<file path="src/rtl/ps2_pkg.sv">
// Shared PS/2 definitions: frame size, transmitter state encoding and parity helpers.
// Used by the device transmitter, the host receiver and the benches.
package ps2_pkg;

  localparam int PS2_FRAME_BITS = 11;

  typedef enum logic [1:0] {
    ST_IDLE = 2'd0,
    ST_HIGH = 2'd1,
    ST_LOW  = 2'd2,
    ST_GAP  = 2'd3
  } ps2_state_t;

  function automatic logic odd_par(input logic [7:0] b);
    return ~^b;
  endfunction

  // Frame bit 0 is the start bit and goes on the wire first.
  function automatic logic [PS2_FRAME_BITS-1:0] ps2_frame(input logic [7:0] b);
    return {1'b1, odd_par(b), b, 1'b0};
  endfunction

endpackage

</file>
<file path="src/rtl/ps2_tx_fifo.sv">
// Circular byte FIFO: combinational head read, registered level; single-cycle push/pop.
// Caller must not push when full nor pop when empty; push and pop together keep level.
module ps2_tx_fifo #(
  parameter int DEPTH = 8,
  parameter int W     = 8
) (
  input  logic                   clk,
  input  logic                   clrn,
  input  logic                   i_push,
  input  logic [W-1:0]           i_din,
  input  logic                   i_pop,
  output logic [W-1:0]           o_dout,
  output logic [$clog2(DEPTH):0] o_level,
  output logic                   o_full,
  output logic                   o_empty
);

  localparam int AW = $clog2(DEPTH);

  logic [AW-1:0] r_wr_ptr;
  logic [AW-1:0] r_rd_ptr;
  logic [AW:0]   r_level;
  logic [W-1:0]  r_mem [DEPTH];

  // Pointers wrap naturally because DEPTH is a power of two.
  always_ff @(posedge clk) begin
    if (!clrn) begin
      r_wr_ptr <= '0;
      r_rd_ptr <= '0;
      r_level  <= '0;
    end else begin
      if (i_push) r_wr_ptr <= r_wr_ptr + AW'(1);
      if (i_pop)  r_rd_ptr <= r_rd_ptr + AW'(1);
      case ({i_push, i_pop})
        2'b10:   r_level <= r_level + (AW+1)'(1);
        2'b01:   r_level <= r_level - (AW+1)'(1);
        default: r_level <= r_level;
      endcase
    end
  end

  always_ff @(posedge clk) begin
    if (i_push) r_mem[r_wr_ptr] <= i_din;
  end

  assign o_dout  = r_mem[r_rd_ptr];
  assign o_level = r_level;
  assign o_full  = (r_level == (AW+1)'(DEPTH));
  assign o_empty = (r_level == '0);

endmodule

</file>
<file path="src/rtl/ps2_device_tx.sv">
// Device-side PS/2 transmitter: push to start bit takes 2 cycles, 22*HALF per frame plus GAP*HALF idle.
// tx_ready falls when the byte FIFO is full and is held low during reset.
module ps2_device_tx
  import ps2_pkg::*;
#(
  parameter int HALF  = 8,
  parameter int GAP   = 4,
  parameter int DEPTH = 8
) (
  input  logic                   clk,
  input  logic                   clrn,
  input  logic [7:0]             tx_data,
  input  logic                   tx_valid,
  output logic                   tx_ready,
  output logic                   ps2_clk,
  output logic                   ps2_data,
  output logic                   busy,
  output logic [$clog2(DEPTH):0] level
);

  localparam int LW = $clog2(DEPTH) + 1;
  localparam int CW = $clog2(GAP*HALF + 1);
  localparam logic [CW-1:0] HALF_LD = CW'(HALF - 1);
  localparam logic [CW-1:0] GAP_LD  = CW'(GAP*HALF - 1);
  localparam logic [3:0]    LAST_BIT = 4'(PS2_FRAME_BITS - 1);

  ps2_state_t r_state, w_state_nxt;
  logic [CW-1:0]             r_div;
  logic [3:0]                r_bit_idx;
  logic [PS2_FRAME_BITS-1:0] r_shift, w_shift_nxt;
  logic                      r_ps2_clk, r_ps2_data, r_busy;
  logic                      w_push, w_pop, w_load, w_adv, w_full, w_empty;
  logic [7:0]                w_fifo_dout;
  logic [LW-1:0]             w_level, w_level_nxt;

  assign tx_ready    = clrn & ~w_full;
  assign w_push      = tx_valid & tx_ready;
  assign w_level_nxt = w_level + LW'(w_push) - LW'(w_pop);

  ps2_tx_fifo #(.DEPTH(DEPTH), .W(8)) u_fifo (
    .clk     (clk),
    .clrn    (clrn),
    .i_push  (w_push),
    .i_din   (tx_data),
    .i_pop   (w_pop),
    .o_dout  (w_fifo_dout),
    .o_level (w_level),
    .o_full  (w_full),
    .o_empty (w_empty)
  );

  always_ff @(posedge clk) begin
    if (!clrn) r_state <= ST_IDLE;
    else       r_state <= w_state_nxt;
  end

  always_comb begin
    w_state_nxt = r_state;
    w_pop       = 1'b0;
    w_load      = 1'b0;
    w_adv       = 1'b0;
    case (r_state)
      ST_IDLE: if (!w_empty) begin
        w_state_nxt = ST_HIGH;
        w_pop       = 1'b1;
        w_load      = 1'b1;
      end
      ST_HIGH: if (r_div == '0) w_state_nxt = ST_LOW;
      ST_LOW: if (r_div == '0) begin
        if (r_bit_idx == LAST_BIT) begin
          w_state_nxt = ST_GAP;
        end else begin
          w_state_nxt = ST_HIGH;
          w_adv       = 1'b1;
        end
      end
      ST_GAP:  if (r_div == '0) w_state_nxt = ST_IDLE;
      default: w_state_nxt = ST_IDLE;
    endcase
    w_shift_nxt = r_shift;
    if (w_load)     w_shift_nxt = ps2_frame(w_fifo_dout);
    else if (w_adv) w_shift_nxt = {1'b1, r_shift[PS2_FRAME_BITS-1:1]};
  end

  // Outputs are registered from next-state values so they line up with r_state.
  always_ff @(posedge clk) begin
    if (!clrn) begin
      r_div      <= '0;
      r_bit_idx  <= '0;
      r_shift    <= '1;
      r_ps2_clk  <= 1'b1;
      r_ps2_data <= 1'b1;
      r_busy     <= 1'b0;
    end else begin
      r_shift <= w_shift_nxt;
      if (w_load)     r_bit_idx <= '0;
      else if (w_adv) r_bit_idx <= r_bit_idx + 4'd1;
      if (w_state_nxt != r_state) begin
        case (w_state_nxt)
          ST_HIGH, ST_LOW: r_div <= HALF_LD;
          ST_GAP:          r_div <= GAP_LD;
          default:         r_div <= '0;
        endcase
      end else if (r_div != '0) begin
        r_div <= r_div - CW'(1);
      end
      r_ps2_clk  <= (w_state_nxt != ST_LOW);
      r_ps2_data <= (w_state_nxt == ST_HIGH || w_state_nxt == ST_LOW) ? w_shift_nxt[0] : 1'b1;
      r_busy     <= (w_state_nxt != ST_IDLE) || (w_level_nxt != '0);
    end
  end

  assign ps2_clk  = r_ps2_clk;
  assign ps2_data = r_ps2_data;
  assign busy     = r_busy;
  assign level    = w_level;

endmodule

</file>
<file path="config.mk">
export PLATFORM = sky130hd
export DESIGN_NAME = ps2_device_tx
export DESIGN_NICKNAME = d
export VERILOG_FILES = /design/src/rtl/ps2_pkg.sv /design/src/rtl/ps2_tx_fifo.sv /design/src/rtl/ps2_device_tx.sv
export SDC_FILE = /design/constraint.sdc
export NUM_CORES = 1
export LEC_CHECK = 0
export CAP_MARGIN = 15
export CORE_ASPECT_RATIO = 1.2
export CORE_UTILIZATION = 41
export DETAILED_ROUTE_END_ITERATION = 8
export GPL_TIMING_DRIVEN = 0
export PLACE_DENSITY_LB_ADDON = 0.2
export SLEW_MARGIN = 20
export SYNTH_ARGS = -nofsm -noshare
export SYNTH_HDL_FRONTEND = slang
export SYNTH_SLANG_ARGS = --single-unit
</file>
<file path="constraint.sdc">
create_clock -name clk -period 4.2 [get_ports clk]
set_input_delay 0.84 -clock clk [delete_from_list [all_inputs] [get_ports clk]]
set_output_delay 0.84 -clock clk [all_outputs]
set_load 0.02 [all_outputs]
</file>
==> run summary, run 1 <==
Sort of element at the end of the critical path: a register. The number of cells on the worst reg-to-reg path is 15, and the count of final hold-check violations is 0. Dividing total power by cell area gives a power density of 646.3 nW/um^2.

The actual slew at the worst max-slew pin works out to 1.000 ns. Among all stages on the critical path, the largest delay is contributed by sky130_fd_sc_hd__clkbuf_1. Final sum of negative setup slack: 0 ns. Setup repair after global routing left no endpoint under its margin. The run gives 4350 sq um as the combined area of all synthesized cells. The number of setup violations in the final report was 0; the number of buffers added on ports was 17. Area fraction in compound gates after synthesis: 5.867%.

For the number of global-route vias before repair, the log shows 2484. Ranked by total cell area, the synthesized netlist is headed by sky130_fd_sc_hd__edfxtp_1 44%, sky130_fd_sc_hd__dfxtp_1 17%, sky130_fd_sc_hd__mux4_2 5.7%. In this run, synthesis inferred 64 flip-flops with an integrated enable. The run finished with clean final reports. For the number of instances in the synthesized netlist, the log shows 313. The number of DRC violations after detailed routing was 0. From synthesis to final layout, the design area changed by 15.50%. The logs give 61.66% for the sequential element share of the synthesized area and 372 for the final layout net count. The run gives 0 as the max-cap check violation count. The worst setup path is launched from a register. After Yosys synthesis, XOR and XNOR cells account for 4.142% of the synthesized area. Static timing analysis puts the maximum clock frequency at 289.0 MHz. The fraction of synthesized area in multiplexers is 11.42%, and the level count of the clock H-tree is 3.

The synthesized netlist devotes 5.522% of its cell area to adder and majority cells. The clock transition time at the flip-flop clock pins of the worst setup and hold paths is 0.07 ns. The final count of pins violating max slew came out at 0.

The largest total area in the synthesized netlist belongs to sky130_fd_sc_hd__edfxtp_1. Dividing the final minimum period by the clock period gives 82.40%. Cell at the root of the clock tree: sky130_fd_sc_hd__clkbuf_16. The main flop type after synthesis is sky130_fd_sc_hd__edfxtp_1. The data required time of the critical path was 4.48 ns; the number of distinct library cells after synthesis was 41. Yosys printed 0 warnings. The run gives 40 as the number of placement rows. Leaving out filler cells and counting taps, the final layout contains 474. The number of inserted diodes is 0, and the overall track demand over capacity in global routing is 15.98%. Counting stages on the worst path, the most repeated cell is sky130_fd_sc_hd__ha_1. For the starting density of the core, the log shows 42.82%.

TritonCTS built the clock tree. The worst pin sits at a relative slew slack of 33.07%. Gates resized during post-CTS repair numbered 0.

Critical setup path kind: register to register. Entering global routing, the biggest net connects 18 pins. Summing all non-filler instances in the final layout gives an area of 5025 sq um.

The buffer levels on the longest clock path was 2. The minimum clock period came out at 3.461 ns. The first routing iteration left 89 violations. In this run the biggest area consumer among cell types represents 44.18% of the synthesized area. The final layout contains routed wiring with a total length of 7817 um. The number of antenna violations at the first check in global routing is 0, and the longest individual stage delay on the worst path is 0.40 ns. The number of flip-flops and latches in the synthesized netlist is 102, and the half-perimeter wire length after placement is 5277 um. For this design, the sink count on the clock tree is 102. The congestion estimate from routability-driven global placement came to 0.7404. The run gives 0.001784 uW as the static power due to leakage. The path class of the tightest hold or removal check is register to register. Buffers inserted during clock tree synthesis total 9. After detailed routing, the average wire length per cell comes to 16.49 um. Traced cell by cell, the critical path runs through inv_1, ha_1, nor3b_1, nand2b_1, buf_2, inv_2, clkbuf_1, ha_1, inv_1, ha_1, a21o_1, a21oi_1, xnor2_1, or3_1, a21oi_1.

On the final layout, the worst hold slack is 0.4371 ns. For the worst setup path, the data arrival time is 3.74 ns. The count of vias placed by the detailed router was 2480; the die boundary width was 96.04 um. The total area inside the core boundary comes to 10160 sq um. The die covers 11030 sq um. The share of layout cells above drive strength 1 is 13.79%. For this design the top-level I/O count stands at 19.

Between clock sinks in the finished design, the worst skew comes to 0.006661 ns. After synthesis, the largest family of logic cells by area is multiplexers. VDD sags by at most 0.2668 mV. For the cell area after placement, the log shows 4703 sq um.

For the clock latency of the later-clocked register in the worst-skew pair, the log shows 0.34 ns. After clock tree synthesis, the setup repair step added 0 buffers. The vias per cell came out at 5.232. The count of nets left with antenna violations once routing finished came out at 0.

The critical-path maximum fanout was 10; the net count after synthesis was 342. The number of instances on the worst hold path was 2. The async set-or-reset flop fraction in the synthesized netlist came out at 0%. The number of search-and-repair iterations in the first detailed-routing pass is 4. After clock tree synthesis, the flow added hold-fix buffers numbering 0. Summing the areas of all and, or, nand and nor instances in the mapped netlist gives 8.513% of the synthesized area.

Average size of a mapped cell: 13.90 sq um. The tools report the global-route wire length before repair as 12720 um. The floorplan die height works out to 114.8 um.

The number of placed instances, taps included, is 458. The total global routing overflow was 0.
## worst paths after layout
kind	from	endpoint	slack [ns]
setup / recovery	u_fifo.o_level[2]	u_fifo.o_level[3]	0.74
hold / removal	r_shift[8]	r_shift[8]	0.44
setup reg to reg	u_fifo.o_level[2]	u_fifo.o_level[3]	0.74
hold reg to reg	r_shift[8]	r_shift[8]	0.44
## placed cells by master, fill, tap and decap left out, types with 5 or more instances in the layout
cell,n
sky130_fd_sc_hd__edfxtp_1,64
sky130_fd_sc_hd__dfxtp_1,38
sky130_fd_sc_hd__nand2_1,32
sky130_fd_sc_hd__nor2_1,21
sky130_fd_sc_hd__clkdlybuf4s50_1,17
sky130_fd_sc_hd__ha_1,16
sky130_fd_sc_hd__inv_1,14
sky130_fd_sc_hd__a21oi_1,13
sky130_fd_sc_hd__xnor2_1,12
sky130_fd_sc_hd__mux4_2,11
sky130_fd_sc_hd__clkbuf_16,9
sky130_fd_sc_hd__a221oi_1,8
sky130_fd_sc_hd__nand3_1,6
sky130_fd_sc_hd__o21ai_0,6
sky130_fd_sc_hd__clkbuf_1,6
sky130_fd_sc_hd__mux2_2,6
sky130_fd_sc_hd__xor2_1,6
sky130_fd_sc_hd__mux2i_1,5
sky130_fd_sc_hd__mux4_1,5
## synth_stat cells, types with 8 or more instances
| master | count |
|---|---|
| sky130_fd_sc_hd__a21oi_1 | 13 |
| sky130_fd_sc_hd__a221oi_1 | 8 |
| sky130_fd_sc_hd__dfxtp_1 | 38 |
| sky130_fd_sc_hd__edfxtp_1 | 64 |
| sky130_fd_sc_hd__ha_1 | 16 |
| sky130_fd_sc_hd__inv_1 | 14 |
| sky130_fd_sc_hd__mux4_2 | 11 |
| sky130_fd_sc_hd__nand2_1 | 32 |
| sky130_fd_sc_hd__nor2_1 | 21 |
| sky130_fd_sc_hd__xnor2_1 | 12 |
## state kept, by name, summed over array words and instances (netlist names), 2 cells and up, named ones only
register	flops
u_fifo.r_wr_ptr	3
r_shift	10
r_state	2
u_fifo.r_rd_ptr	3
r_bit_idx	4
r_div	6
u_fifo.r_mem	64
u_fifo.o_level	4
## logic make-up after synthesis
family                   after synthesis
buffers and inverters                 28
multiplexers                          27
adder cells (fa/ha/maj)               18
XOR/XNOR                              19
flip-flops                           102
AO/OA/AOI/OAI                         39
AND/OR/NAND/NOR                       80
## metal layers
layer | GRT usage, % | vias up | share of wire (%)
li1 | - | 1216 | -
met2 | 27.57 | 33 | 52
met1 | 19.33 | 1221 | 44
met3 | 2.447 | 10 | 2.1
met5 | 0 | - | 0
met4 | 7.761 | 0 | 2.0
## worst max-delay path: cells and delay by family, from the launching register on
kind / cells / cell delay (ns)
buf+inv: 5 / 0.94
fa+ha+maj: 3 / 0.87
simple gates: 3 / 0.63
compound gates: 3 / 0.48
flops: 1 / 0.38
xor+xnor: 1 / 0.09
## power breakdown
| part | internal [uW] | leakage (uW) | total, uW | switching (uW) |
|---|---|---|---|---|
| clock network | 523 | 0.000148 | 891 | 368 |
| registers | 1180 | 0.000891 | 1250 | 74.4 |
| logic | 522 | 0.000745 | 1100 | 580 |
| total | 2220 | 0.00178 | 3250 | 1020 |
## cell type report
cell class / count / area [sq um]
Fill cell: 927 / 5135
Tap cell: 126 / 157.7
Multi-Input combinational cell: 183 / 1553
Clock inverter: 7 / 96.34
Clock buffer: 9 / 225.2
Buffer: 12 / 65.06
Inverter: 16 / 60.06
Sequential cell: 102 / 2683
Timing Repair Buffer: 19 / 185.2
## metrics by stage
step / power [uW] / utilization, % / setup slack [ns]
after floorplan: 2134 / - / 0.6803
after global placement: 2368 / 46.05 / 0.1188
after detailed placement: 2391 / 46.29 / 0.4158
after CTS: 3283 / 49.46 / 0.7058
after global routing: 3467 / 49.46 / 0.3502
final: 3248 / 49.46 / 0.7393
Power figures use the tool's default switching activity.
==> run 2, diff against run 1 <==
==> constraint.sdc (replaced) <==
create_clock -name clk -period 3.6 [get_ports clk]
set_input_delay 0.72 -clock clk [delete_from_list [all_inputs] [get_ports clk]]
set_output_delay 0.72 -clock clk [all_outputs]
set_load 0.02 [all_outputs]
==> run 2 against run 1 <==
Wire length shrank 0.15%. Combinational power rose by 16%. Sequential power grew 18%. Via count fell by 0.56%. Critical endpoint unchanged. Largest cell class unchanged. Largest power group unchanged. Sequential cell count did not move. Count of clock-buffer cells in the layout did not move. Hold slack hardly changed. Cell count fell by 0.21%.
==> run summary, run 2 (synthesized netlist as in run 1, its figures left out) <==
The logs give 40 (unchanged) for the number of placement rows and 0 (unchanged) for the number of antenna violations at the first check in global routing. For the count of pins on the block boundary, the log shows 19 (unchanged). STA classifies the critical path endpoint as a register. The logs give 371 (-0.27%) for the final layout net count and 92 (+3.4%) for the number of design-rule violations left by the first detailed-router iteration. For this run, the top clock speed supported by timing is 305.9 MHz. For the area enclosed by the die boundary, the log shows 11030 sq um (unchanged). The growth of design area from synthesis to finish is 15.53% (about the same), and the final sum of negative setup slack is 0 ns (unchanged). Dividing the final minimum period by the clock period gives 90.80%. The tools report the worst slack after detailed placement as -0.06415 ns (-0.4800 ns). The vias per cell works out to 5.214 (-0.35%). The overall track demand over capacity in global routing is 15.98% (unchanged), and the buffer levels on the longest clock path is 2 (unchanged). The die boundary width is 96.04 um (unchanged), and the critical-path maximum fanout is 10 (unchanged). The tools report the cell at the root of the clock tree as sky130_fd_sc_hd__clkbuf_16.

The setup clock skew after layout came out at 0.006440 ns (-0.0002210 ns). The minimum hold slack was 0.4369 ns (-0.0002080 ns); the utilization after layout was 49.47% (about the same). The tools report the number of inserted diodes as 0 (unchanged). The highest routing layer actually used was met4.

Count of vias placed by the detailed router: 2466 (-0.56%). The tools report the max-cap check violation count as 0 (unchanged). Actual slew at the worst max-slew pin: 0.9968 ns (-0.003454 ns). The run finished with clean final reports.

For the clock buffer count from CTS, the log shows 9 (unchanged). The clock transition time at the flip-flop clock pins of the worst setup and hold paths was 0.07 ns (about the same); the flip-flop count of the largest register after layout was 64 (unchanged). The routed design could run at a clock period as short as 3.269 ns. The tools report the worst slew margin relative to its limit as 33.30% (+0.23 points). By startpoint and endpoint, the worst setup path is classified as input port to register.

The total global routing overflow came out at 0 (unchanged). The run gives 926 (-0.11%) as the number of filler cells placed in the layout. The number of global-route vias before repair was 2484 (unchanged); the number of DRC violations after detailed routing was 0 (unchanged). The number of search-and-repair iterations in the first detailed-routing pass was 4 (unchanged); the total setup buffers inserted after CTS was 0 (unchanged). Number of instances resized during post-cts repair: 0 (unchanged). The power per cell area is 753.5 nW/um^2 (+17%), and the number of buffers added on ports is 17 (unchanged).

The worst setup slack after layout was 0.3310 ns (-0.4083 ns). The share of layout cells above drive strength 1 is 14.12% (+0.33 points), and the data required time of the critical path is 3.88 ns (-0.60 ns). The tools report the number of buffers inserted for hold repair after clock tree synthesis as 0 (unchanged). The tools report the global-route wire length before repair as 12720 um (unchanged). The run gives 4065 um (about the same) as the met2 wire length.

The run gives 10160 sq um (unchanged) as the core footprint. The number of nets with antenna violations after routing is 0 (unchanged), and the half-perimeter wire length after placement is 5277 um (unchanged). For the wire length reported by the detailed router, the log shows 7805 um (-0.15%).

The floorplan die height is 114.8 um (unchanged). The run gives 3 (unchanged) as the level count of the clock H-tree. The number of cells after detailed placement is 458 (unchanged). The largest registers in the layout are u_fifo.r_mem x64, r_shift x10, r_div x6. The arrival time of the worst setup path was 3.55 ns (-0.19 ns). In the layout the commonest cells are 64 x sky130_fd_sc_hd__edfxtp_1, 38 x sky130_fd_sc_hd__dfxtp_1, 32 x sky130_fd_sc_hd__nand2_1. The most common cell after layout, fill and taps aside was sky130_fd_sc_hd__edfxtp_1. The total length of routed met3 wires is 137 um (-18%). More flip-flops sit in one register than any other, and that register is u_fifo.r_mem. The worst setup path is launched from an input port. The CTS sink count is 102 (unchanged), and the number of setup violations in the final report is 0 (unchanged). The logs give 0 (unchanged) for the count of final hold-check violations and 0 (unchanged) for the final count of pins violating max slew. The average wire per standard cell was 16.50 um (about the same); the detailed-route wire length on metal 1 was 3442 um (+0.50%).

The logs give 42.82% (unchanged) for the starting density of the core and 0.7404 (unchanged) for the last weighted congestion value of the routability-driven placer. The clock latency of the later-clocked register in the worst-skew pair is 0.34 ns (about the same). The tools report the largest vdd supply drop as 0.3113 mV (+17%).

Setup repair after global routing left no endpoint under its margin. The min-delay analysis places its worst path in the category register to register. Final cell count without fillers: 473 (-0.21%). TritonCTS built the clock tree. The static power due to leakage came out at 0.001785 uW (about the same). The maximum number of pins on one net before global-route repair came out at 18 (unchanged).
run 2: changes by cell type in the layout (fill, tap and decap cells not counted):
cell,change
sky130_fd_sc_hd__nor3b_1,-1
sky130_fd_sc_hd__clkbuf_1,-1
sky130_fd_sc_hd__nor3b_2,+1
run 2: report_power, final:
group | leakage [uW] | internal [uW] | switching, uW | total [uW]
Sequential | 0.000891 | 1380 | 88.2 | 1470
Clock | 0.000148 | 610 | 430 | 1040
Combinational | 0.000746 | 608 | 674 | 1280
run 2: per-stage QoR:
| step | total power, uW | instance area (sq um) |
|---|---|---|
| 2_1_floorplan | 2490 | 4350 |
| 3_3_place_gp | 2763 | 4678 |
| 3_5_place_dp | 2790 | 4703 |
| 4_1_cts | 3830 | 5025 |
| 5_1_grt | 4042 | 5026 |
| 6_report | 3787 | 5026 |
run 2: metal layers:
| layer | global-route usage [%] | vias up |
|---|---|---|
| met4 | 7.761 | 0 |
| li1 | - | 1213 |
| met1 | 19.33 | 1219 |
| met3 | 2.447 | 10 |
| met5 | 0 | - |
| met2 | 27.57 | 24 |
run 2: critical path: stages:
cell	delay (ns)
sky130_fd_sc_hd__clkbuf_1	0.38
sky130_fd_sc_hd__inv_1	0.22
sky130_fd_sc_hd__a31oi_1	0.41
sky130_fd_sc_hd__nand2_1	0.19
sky130_fd_sc_hd__ha_1	0.31
sky130_fd_sc_hd__inv_1	0.16
sky130_fd_sc_hd__ha_1	0.26
sky130_fd_sc_hd__a21o_1	0.18
sky130_fd_sc_hd__a21oi_1	0.17
sky130_fd_sc_hd__xnor2_1	0.09
sky130_fd_sc_hd__or3_1	0.31
sky130_fd_sc_hd__a21oi_1	0.13
run 2: final timing paths:
path	end	depth (start not counted)	startpoint	slack (ns)
max reg2reg	u_fifo.o_level[3]	14	u_fifo.o_level[2]	0.47
max	u_fifo.o_level[3]	12	clrn	0.33
min reg2reg	r_shift[8]	2	r_shift[8]	0.44
min	r_shift[8]	2	r_shift[8]	0.44
run 2: layout make-up:
type | instances | area, sq um | area share (%)
repair buffers | 19 | 185.2 | 3.684
clock buffers | 9 | 225.2 | 4.481
plain buffers | 11 | 61.31 | 1.220
multi-input cells | 183 | 1558 | 30.99
clock inverters | 7 | 96.34 | 1.917
well taps | 126 | 157.7 | 3.137
flip-flops and latches | 102 | 2683 | 53.37
inverters | 16 | 60.06 | 1.195
